==> config.mk <==
export PLATFORM = sky130hd
export DESIGN_NAME = adder
export DESIGN_NICKNAME = d
export VERILOG_FILES = /design/src/rtl/adder.sv
export SDC_FILE = /design/constraint.sdc
export NUM_CORES = 1
export LEC_CHECK = 0
export ABC_AREA = 1
export CAP_MARGIN = 25
export CORE_AREA = 8 8 45 47
export CTS_CLUSTER_SIZE = 8
export DETAILED_ROUTE_END_ITERATION = 8
export DIE_AREA = 0 0 53 55
export PLACE_DENSITY = 0.66
export SYNTH_ARGS = -nofsm -noshare
export SYNTH_HDL_FRONTEND = slang
export SYNTH_SLANG_ARGS = --single-unit
export TNS_END_PERCENT = 100
==> constraint.sdc <==
create_clock -name clk -period 3.1 [get_ports clk]
set_input_delay 0.62 -clock clk [delete_from_list [all_inputs] [get_ports clk]]
set_output_delay 0.62 -clock clk [all_outputs]
set_load 0.005 [all_outputs]
==> src/rtl/adder.sv <==
// Ripple-carry adder built from a chain of 1-bit full-adder cells.
// Provides a combinational sum plus a one-cycle registered copy.

module full_adder (
  input  logic a,
  input  logic b,
  input  logic c_in,
  output logic s,
  output logic c_out
);
  assign s     = a ^ b ^ c_in;
  assign c_out = (a & b) | (c_in & (a ^ b));
endmodule

module adder #(
  parameter int unsigned WIDTH = 4
) (
  input  logic             clk,
  input  logic             rst,
  input  logic [WIDTH-1:0] a,
  input  logic [WIDTH-1:0] b,
  input  logic             c_in,
  output logic [WIDTH-1:0] s,
  output logic             c_out,
  output logic             ovf,
  output logic [WIDTH-1:0] s_q,
  output logic             c_out_q,
  output logic             ovf_q
);

  // carry[i] feeds cell i; carry[WIDTH] leaves the MSB cell.
  logic [WIDTH:0] carry;

  assign carry[0] = c_in;

  for (genvar i = 0; i < WIDTH; i++) begin : myadder
    full_adder fa (
      .a     (a[i]),
      .b     (b[i]),
      .c_in  (carry[i]),
      .s     (s[i]),
      .c_out (carry[i+1])
    );
  end

  assign c_out = carry[WIDTH];
  assign ovf   = carry[WIDTH-1] ^ carry[WIDTH];

  always_ff @(posedge clk) begin
    if (rst) begin
      s_q     <= '0;
      c_out_q <= 1'b0;
      ovf_q   <= 1'b0;
    end else begin
      s_q     <= s;
      c_out_q <= c_out;
      ovf_q   <= ovf;
    end
  end

endmodule

Yosys cells after proc, flatten, opt, wreduce, memory -nomap -nowiden. Index checks and enable logic that the tools add are counted.

Bitwise gates (word level): 21.

Operators by type and width (number): 1-bit XOR (9); 1-bit bitwise AND (8); 1-bit OR (4).

Flip-flop bits (word level): 6. Input port bits: 11. Logic and storage cells: 24.

Longest topological paths before layout. Gate-level depths: netlist of run 1.

Depth in word-level cells: 10. Depth in mapped cells: 11. Depth with buffers taken out: 11.

Modules after synthesis. Synthesis of run 1 repeated with hierarchy kept, for this count alone.

Cell total of the unflattened synthesis: 26. Area, all modules: 267.8 um2.

By module, submodules not included: adder (times used 1, cells each 22, area an instance 187.7 um2, sequential area each 120.1 um2); full_adder (times used 4, cells each 1, area an instance 20.0 um2, sequential area each 0.0 um2).

Worst setup path before layout of run 1. OpenSTA, ideal clock, no wires.

Path type: input -> output. From: input port a[0]. To: output port s[3]. Data arrival time: 2295 ps. Data required time: 2480 ps. Slack: 185 ps. Stages on the path: 9. Path buffers: 1. Cells stage by stage: fa_1 -> inv_1 -> fa_1 -> inv_1 -> fa_1 -> inv_1 -> fa_1 -> inv_1 -> buf_4.

Longest elaborated chain between the ends: 8.

Ends and longest elaborated chain: start, declared (RTL line 20) `input logic [WIDTH-1:0] a,`; 1-bit XOR (RTL line 12) `assign c_out = (a & b) | (c_in & (a ^ b));`; 1-bit bitwise AND (RTL line 12); 1-bit OR * (RTL line 12); 1-bit bitwise AND * (RTL line 12); 1-bit OR * (RTL line 12); 1-bit bitwise AND * (RTL line 12); 1-bit OR * (RTL line 12); 1-bit XOR * (RTL line 11) `assign s = a ^ b ^ c_in;`; end, declared (RTL line 23) `output logic [WIDTH-1:0] s,`.

Mark *: on every way between the ends. The rest lies on a longest branch, timed or not.

Worst setup path after layout of run 1. Same ends and word-level chain as after synthesis.

==> flow_summary.toml, run 1 <==
[synthesis]
ys_seq_elements = 6
syn-num-nets = 51
yosys.area.top_type = "sky130_fd_sc_hd__dfxtp_1"
yosysWarningCount = 0
synth_common_cells = "sky130_fd_sc_hd__inv_1, sky130_fd_sc_hd__dfxtp_1, sky130_fd_sc_hd__nor2_1"
ys_async_sr_fraction = 0
synthDominantCellAreaShare = 0.3780
post_synth_instance_area_um2 = 317.8
synth.yosys.seq_area_share = 0.3780
synth-main-ff-cell = "sky130_fd_sc_hd__dfxtp_1"
syn_inst = 36
ys_types = 9
synth.top_cells.by_area = "sky130_fd_sc_hd__dfxtp_1, sky130_fd_sc_hd__fa_1, sky130_fd_sc_hd__inv_1, sky130_fd_sc_hd__buf_4, sky130_fd_sc_hd__nor2_1"
yosysMostFrequentCell = "sky130_fd_sc_hd__inv_1"
synth_enable_flop_cells = 0
synth.avg_cell_area_um2 = 8.828

[grt]
first_global_vias = 354
antenna_violations_before_repair = 0
groute.usage.overall = 0.06425
wire_length_of_the_first_global_routing_pass_mm = 1.242
grt_max_degree = 7
grt_remaining_overflow = 0

[timing]
hold_viol_final = 0
timing_max_transition_violations_final = 0
tightest_slew_ns = 0.2027
hold_ws_ns = 0.8025
fmax_mhz = 330.6
timing.final.setup_violations = 0
unrepaired_setup_endpoints_after_global_routing = "no"
layout_worst_path_cycle_share = 0.9757
period_needed_ns = 3.025
slew_headroom = 0.8645

[floorplan]
floorplan.die_area_mm2 = 0.002915
top_level_ports = 23
initial_utilization = 0.2297
design.core.area_mm2 = 0.001384
floorplan.rows = 14
die_height_um = 55
die_x_um = 53

[layout]
areaGrowthSynthToFinish_pct = 90.55
cell_count_final_fillers_out = 82
design.final.nets = 83
final_layout_size_suffix_gt1_frac = 0.4697
fin_area_um2 = 605.6
antenna_cells_inserted = 0

[worst_setup_path]
cp.required_ns = 2.48
critical_path_arrival_ns = 2.40
path_max_fanout = 2
worstSetupPathType = "in2out"
launching_element_type_of_the_critical_path = "primary input"
endpoint_class_of_the_critical_path = "output port"

[run]
timing.max_cap.violations = 0

[pwr]
peakVddDrop_mv = 0.1225
cellLeakagePower_nw = 0.3056
p_per_area_mw_per_mm2 = 437.5
finalPower_w = 0.0002649

[hold_path]
worst_hold_path_type = "in2reg"

[placed_design]
portBuffers = 22
placedInstanceArea_um2 = 558.0
place.gp.congestion = 0.6363
dp.cells = 74
dp.final_hpwl_um = 646.2

[clocking]
cts_tree = "yes"
clockBufferDepth = 2
cts_sinks = 6
cts_made_buffers = 3
h-tree-depth = 1
clockRootBuffer = "sky130_fd_sc_hd__clkbuf_4"
cts.reportedPaths.clkPinSlew_ns = 0.04
cts_hold_buf = 0

[route]
drc = 0
drtAntennaViolNets = 0
initial_detailed_routing_violation_count = 1
num_vias = 307
drt_pre_antenna_iters = 2
wl_per_cell_um = 9.561
postRouteWirelength_um = 784
detail_route.vias_per_cell = 3.744

[run_status]
outcome = "complete, no violations"
==> final cells by class <==
cell class              instances  area, µm²
well taps                      16      20.02
fillers                       156      778.2
multi-input cells              13      131.4
flip-flops and latches          6      120.1
clock buffers                   3      22.52
repair buffers                 31      262.8
inverters                      13      48.80
==> critical path: stages <==
cell,delay [ns]
sky130_fd_sc_hd__buf_2,0.11
sky130_fd_sc_hd__fa_2,0.38
sky130_fd_sc_hd__inv_2,0.06
sky130_fd_sc_hd__fa_2,0.18
sky130_fd_sc_hd__inv_2,0.04
sky130_fd_sc_hd__fa_2,0.35
sky130_fd_sc_hd__inv_2,0.08
sky130_fd_sc_hd__fa_2,0.44
sky130_fd_sc_hd__inv_2,0.05
sky130_fd_sc_hd__buf_2,0.10
==> flip-flops by register name, indices dropped and copies added, names as in the netlist <==
register	flops
s_q	4
c_out_q	1
ovf_q	1
==> stage by stage <==
stage | utilization | TNS (ns) | worst slack, ns
final | 0.4376 | 0 | 0.07530
after global routing | 0.4376 | 0 | 0.0004394
after CTS | 0.4412 | -0.009835 | -0.009835
after detailed placement | 0.4033 | -2.426 | -0.7624
after global placement | 0.4033 | -2.279 | -0.7170
after floorplan | - | 0 | 0.1846
==> power breakdown <==
group	internal [W]	switching, W	total, W
Sequential	0.0000862	0.00000194	0.0000881
Clock	0.0000436	0.0000259	0.0000695
Combinational	0.0000691	0.0000383	0.000107
==> path summary, 6_finish.rpt <==
path | start | to | slack (ns) | cells past startpoint
max | a[0] | s[3] | 0.08 | 10
min | c_in | s_q[0] | 0.80 | 4
==> cells in the final DEF (no fill, tap or decap), drive strengths merged <==
master / synthesis / layout
nand2: 3 / 3
dfxtp: 6 / 6
dlygate4sd2: 0 / 3
clkbuf: 0 / 4
buf: 4 / 13
clkdlybuf4s15: 0 / 1
nor2: 6 / 6
inv: 13 / 13
fa: 4 / 4
clkdlybuf4s50: 0 / 13
==> cells by family (layout without fill, tap and decap cells) <==
kind of cell,after synthesis,in the layout,share of synthesized area
and+or+nand+nor,9,9,0.1221
adders and majority gates,4,4,0.2520
buffers and inverters,17,47,0.2480
DFF,6,6,0.3780
==> repair_timing <==
action	CTS	global route
resized for setup	34	2
setup buffers	5	0
pin swaps	5	4
endpoints found under the setup margin	5	3
==> routing by layer <==
metal  part of all wire  up-vias  GRT usage
met1               0.29      139    0.03236
met5                  0        -          0
met2               0.58       14     0.1309
li1                   -      152          -
met3               0.10        2    0.02139
met4              0.027        0    0.09052
(Power assumes the default switching activity.)
==> inputs of run 2 (changes only) <==
--- a/config.mk
+++ b/config.mk
@@ -11,8 +11,9 @@
 export CTS_CLUSTER_SIZE = 8
 export DETAILED_ROUTE_END_ITERATION = 8
 export DIE_AREA = 0 0 53 55
-export PLACE_DENSITY = 0.66
+export PLACE_DENSITY = 0.62
 export SYNTH_ARGS = -nofsm -noshare
 export SYNTH_HDL_FRONTEND = slang
+export SYNTH_HIERARCHICAL = 1
 export SYNTH_SLANG_ARGS = --single-unit
 export TNS_END_PERCENT = 100
==> flow_summary.toml, run 2 <==
[run_status]
outcome = "finished, violations left"
violations = "setup timing"

[synthesis]
ys_types = 7
dominant_combinational_cell_family_by_area_after_synthesis = "adder cells"
synth_xor_area_frac = 0
fraction_of_synthesized_area_in_multiplexers = 0
syn-num-nets = 41
ys_async_sr_fraction = 0
synth-main-ff-cell = "sky130_fd_sc_hd__dfxtp_1"
synth.avg_cell_area_um2 = 10.30
synth-compound-area-share = 0
yosysMostFrequentCell = "sky130_fd_sc_hd__inv_1"
yosysWarningCount = 6
synth_enable_flop_cells = 0
synth-simple-area-share = 0.1542
yosys.area.top_type = "sky130_fd_sc_hd__dfxtp_1"
synth.top_cells.by_area = "sky130_fd_sc_hd__dfxtp_1, sky130_fd_sc_hd__fa_1, sky130_fd_sc_hd__inv_1, sky130_fd_sc_hd__nor2_1, sky130_fd_sc_hd__nand2_2"
ys_seq_elements = 6
post_synth_instance_area_um2 = 267.8
syn_inst = 26
synth.yosys.seq_area_share = 0.4486
synth_common_cells = "sky130_fd_sc_hd__inv_1, sky130_fd_sc_hd__dfxtp_1, sky130_fd_sc_hd__nor2_1"
synthDominantCellAreaShare = 0.4486
synth_adder_area_share = 0.2991

[timing]
setup_ws_ns = -0.03411
fmax_mhz = 319.1
layout_worst_path_cycle_share = 1.011
timing.final.setup_violations = 1
hold_ws_ns = 0.7859
final_tns_setup_ns = -0.03411
period_needed_ns = 3.134
slew_headroom = 0.8616
unrepaired_setup_endpoints_after_global_routing = "yes"
hold_viol_final = 0
tightest_slew_ns = 0.2070
timing_max_transition_violations_final = 0

[layout]
largest_register_ffs = 4
final_layout_size_suffix_gt1_frac = 0.4688
design.final.nets = 81
most_frequent_standard_cell_in_the_layout_excluding_fill_and_tap_cells = "sky130_fd_sc_hd__clkdlybuf4s50_1"
most-common-layout-cells = "sky130_fd_sc_hd__clkdlybuf4s50_1, sky130_fd_sc_hd__buf_6, sky130_fd_sc_hd__dfxtp_1"
antenna_cells_inserted = 0
areaGrowthSynthToFinish_pct = 148.6
biggestRegsByFlops = "s_q (4), c_out_q (1), ovf_q (1)"
fillerInstances = 146
register_containing_the_most_flip_flops_in_the_final_layout = "s_q"

[pwr]
finalPower_w = 0.0002778
peakVddDrop_mv = 0.1454
cellLeakagePower_nw = 0.3219
p_per_area_mw_per_mm2 = 417.4

[worst_setup_path]
path_max_fanout = 3
worstPathCellList = "buf_6 > fa_2 > fa_2 > fa_2 > fa_2 > inv_2 > nand2_2 > nand2_2 > inv_2 > buf_6"
longest_individual_stage_delay_on_the_worst_path_ns = 0.38
cpMostUsedCell = "sky130_fd_sc_hd__fa_2"
endpoint_class_of_the_critical_path = "output port"
worstSetupPathType = "in2out"
launching_element_type_of_the_critical_path = "primary input"
critical_path_arrival_ns = 2.51
cp.required_ns = 2.48
crit_path_top_delay_cell = "sky130_fd_sc_hd__fa_2"

[clocking]
cts_sinks = 6
cts_hold_buf = 0
cts.reportedPaths.clkPinSlew_ns = 0.04
clockBufferDepth = 2
clockRootBuffer = "sky130_fd_sc_hd__clkbuf_4"
cts_made_buffers = 3
h-tree-depth = 1
cts_tree = "yes"

[grt]
grt_remaining_overflow = 0
grt_max_degree = 7
antenna_violations_before_repair = 0
first_global_vias = 305
groute.usage.overall = 0.06367
wire_length_of_the_first_global_routing_pass_mm = 1.207

[route]
drc = 0
met1Wirelength_um = 270
drt_pre_antenna_iters = 4
detail_route.vias_per_cell = 3.650
met3_wirelength_um = 93
wl_per_cell_um = 9.725
top_layer_used = "met4"
met2WireLength_um = 383
num_vias = 292
postRouteWirelength_um = 778
drtAntennaViolNets = 0
initial_detailed_routing_violation_count = 2

[hold_path]
worst_hold_path_type = "in2reg"
holdPathStages = 4

[floorplan]
die_x_um = 53
design.core.area_mm2 = 0.001384
die_height_um = 55
initial_utilization = 0.1935
top_level_ports = 23
floorplan.die_area_mm2 = 0.002915
floorplan.rows = 14

[placed_design]
placement.setup.worst_slack_ns = -0.8883
place.gp.congestion = 0.6094
dp.final_hpwl_um = 573.5
portBuffers = 22

[run]
timing.max_cap.violations = 0
[run 2: changes by cell type after synthesis, sizes merged]
cell	change
buf	-4
inv	-6
[run 2: repair_timing]
item,CTS,global route
pin swaps,4,4
endpoints found under the setup margin,5,4
buffers inserted,12,0
resized for setup,36,4
[run 2: cells by family after synthesis]
family	count (synthesis)
adder cells (fa/ha/maj)	4
buffers and inverters	7
AND/OR/NAND/NOR	9
flip-flops	6
[run 2: metal layers]
metal | vias up | global-route usage
met5 | - | 0
met4 | 0 | 0.1034
met3 | 4 | 0.02674
met2 | 17 | 0.1035
met1 | 123 | 0.04462
li1 | 148 | -
[run 2: where the power goes]
part / total (W) / switching [W] / internal (W)
Clock: 0.0000684 / 0.0000249 / 0.0000436
Sequential: 0.0000880 / 0.00000183 / 0.0000862
Combinational: 0.000121 / 0.0000395 / 0.0000819
Total: 0.000278 / 0.0000662 / 0.000212
[run 2: path summary, 6_finish.rpt]
kind / slack (ns) / startpoint / end
worst max-delay path: -0.03 / a[0] / ovf
worst min-delay path: 0.79 / c_in / s_q[0]
[run 2: final cells by class]
type	count	area, µm²	share of cell area
inverter	7	26.28	0.03947
timing repair buffer	35	345.3	0.5188
tap	16	20.02	0.03008
clock buffer	3	22.52	0.03383
multi-input combinational	13	131.4	0.1974
sequential	6	120.1	0.1805
[run 2: critical path, delay by kind of cell]
kind	cells	cell delay, ns
fa+ha+maj	4	1.47
buf+inv	4	0.32
simple gates	2	0.12
[run 2: per-stage QoR]
stage | utilization | instances | instance area (µm²)
5_1_grt | 0.4810 | 80 | 665.6
3_3_place_gp | 0.3852 | 67 | 533.0
6_report | 0.4810 | 80 | 665.6
3_5_place_dp | 0.3852 | 67 | 533.0
2_1_floorplan | - | 26 | 270.3
4_1_cts | 0.4756 | 81 | 658.1
==> inputs of run 3 (changes only) <==
--- a/config.mk
+++ b/config.mk
@@ -11,7 +11,7 @@
 export CTS_CLUSTER_SIZE = 8
 export DETAILED_ROUTE_END_ITERATION = 8
 export DIE_AREA = 0 0 53 55
-export PLACE_DENSITY = 0.62
+export PLACE_DENSITY = 0.64
 export SYNTH_ARGS = -nofsm -noshare
 export SYNTH_HDL_FRONTEND = slang
 export SYNTH_HIERARCHICAL = 1
==> constraint.sdc (replaced) <==
create_clock -name clk -period 2.6 [get_ports clk]
set_input_delay 0.52 -clock clk [delete_from_list [all_inputs] [get_ports clk]]
set_output_delay 0.52 -clock clk [all_outputs]
set_load 0.005 [all_outputs]
==> flow_summary.toml, run 3 (synthesis gave the netlist of run 2 again) <==
[floorplan]
die_x_um = 53
top_level_ports = 23
initial_utilization = 0.1935
design.core.area_mm2 = 0.001384
floorplan.die_area_mm2 = 0.002915
floorplan.rows = 14
die_height_um = 55

[clocking]
clockRootBuffer = "sky130_fd_sc_hd__clkbuf_4"
cts_made_buffers = 3
h-tree-depth = 1
cts_tree = "yes"
clockBufferDepth = 2
cts.reportedPaths.clkPinSlew_ns = 0.04
cts_sinks = 6

[pwr]
power.combinational.fraction = 0.443
cellLeakagePower_nw = 0.3149
p_per_area_mw_per_mm2 = 518.2
p_int_w = 0.0002518
power.switching_fraction = 0.2386
peakVddDrop_mv = 0.1863
power.share.clock = 0.240
power_frac_seq = 0.317
switchingPower_w = 0.00007889

[timing]
hold_ws_ns = 0.7022
setup_ws_ns = -0.3634
hold_viol_final = 0
layout_worst_path_cycle_share = 1.140
tightest_slew_ns = 0.2110
slew_headroom = 0.8589
unrepaired_setup_endpoints_after_global_routing = "yes"
timing.final.setup_violations = 4
fmax_mhz = 337.4
timing_max_transition_violations_final = 0
period_needed_ns = 2.963
final_tns_setup_ns = -1.281

[route]
wl_per_cell_um = 10.64
top_layer_used = "met4"
met1Wirelength_um = 239
num_vias = 281
met2WireLength_um = 506
postRouteWirelength_um = 851
drtAntennaViolNets = 0
detail_route.vias_per_cell = 3.513
initial_detailed_routing_violation_count = 2
drt_pre_antenna_iters = 2
met3_wirelength_um = 83
drc = 0

[worst_setup_path]
cpMostUsedCell = "sky130_fd_sc_hd__buf_4"
cp.required_ns = 2.78
endpoint_class_of_the_critical_path = "flop"
longest_individual_stage_delay_on_the_worst_path_ns = 0.39
worstPathCellList = "buf_6 > fa_2 > fa_2 > fa_2 > fa_2 > nand2_1 > nand2_2 > buf_4 > buf_4 > buf_4 > buf_4 > buf_4 > buf_4 > buf_4 > nor2_2"
crit_path_top_delay_cell = "sky130_fd_sc_hd__fa_2"
critical_path_arrival_ns = 3.14
worstSetupPathType = "in2reg"
path_max_fanout = 3
launching_element_type_of_the_critical_path = "primary input"

[layout]
largest_register_ffs = 4
most-common-layout-cells = "sky130_fd_sc_hd__clkdlybuf4s50_1, sky130_fd_sc_hd__buf_4, sky130_fd_sc_hd__dfxtp_1, sky130_fd_sc_hd__buf_6"
final_util = 0.4611
areaGrowthSynthToFinish_pct = 138.3
biggestRegsByFlops = "s_q (4), c_out_q (1), ovf_q (1)"
design.final.nets = 81
final_layout_size_suffix_gt1_frac = 0.4844
fillerInstances = 154
most_frequent_standard_cell_in_the_layout_excluding_fill_and_tap_cells = "sky130_fd_sc_hd__clkdlybuf4s50_1"
antenna_cells_inserted = 0
cell_count_final_fillers_out = 80
register_containing_the_most_flip_flops_in_the_final_layout = "s_q"

[grt]
first_global_vias = 305
antenna_violations_before_repair = 0
grt_max_degree = 7
wire_length_of_the_first_global_routing_pass_mm = 1.269
grt_remaining_overflow = 0
groute.usage.overall = 0.06806

[run_status]
outcome = "finished, violations left"
violations = "setup timing"

[placed_design]
place.gp.congestion = 0.6041
portBuffers = 22
dp.final_hpwl_um = 627.6
dp.cells = 67

[run]
timing.max_cap.violations = 0

[hold_path]
worst_hold_path_type = "in2reg"
==> run 3: power groups by stage <==
stage	logic [W]	registers [W]	clock network [W]
after detailed placement	0.000121	0.000107	0
after floorplan	0.0000373	0.000108	0
final	0.000147	0.000105	0.0000793
after global placement	0.000118	0.000106	0
after global routing	0.000162	0.000105	0.0000865
after CTS	0.000153	0.000105	0.0000837
==> run 3: what timing repair did <==
| item | 4_1_cts | 5_1_grt |
|---|---|---|
| pin swaps | 5 | 0 |
| setup endpoints to repair | 8 | 6 |
| setup buffers | 17 | 1 |
| resized for setup | 30 | 3 |
| hold buffers | 0 | 0 |
==> run 3: routing by layer <==
layer  GRT usage  up-vias
li1            -      147
met1     0.03846      118
met2      0.1328       14
met3     0.02406        2
met4     0.09483        0
met5           0        -
==> run 3: path summary, 6_finish.rpt <==
check / start / to / slack (ns) / cells after the start
worst max-delay path: a[0] / ovf_q / -0.36 / 15
worst min-delay path: a[0] / s_q[0] / 0.70 / 4
==> run 3: through the flow <==
stage / area [µm²] / setup slack (ns) / power (W)
global route: 638.1 / -0.4274 / 0.0003538
CTS: 658.1 / -0.3301 / 0.0003417
global placement: 540.5 / -1.108 / 0.0002249
floorplan: 277.8 / -0.1836 / 0.0001458
finish: 638.1 / -0.3634 / 0.0003307
detailed placement: 540.5 / -1.144 / 0.0002271
==> run 3: critical path, delay by kind of cell <==
kind,cells,cell delay [ns]
fa+ha+maj,4,1.47
buf+inv,8,0.93
simple gates,3,0.21
==> run 3: layout make-up <==
| class | instances | area [µm²] | area share |
|---|---|---|---|
| inverters | 7 | 26.28 | 0.04118 |
| well taps | 16 | 20.02 | 0.03137 |
| repair buffers | 35 | 317.8 | 0.4980 |
| flip-flops and latches | 6 | 120.1 | 0.1882 |
| clock buffers | 3 | 22.52 | 0.03529 |
| multi-input cells | 13 | 131.4 | 0.2059 |
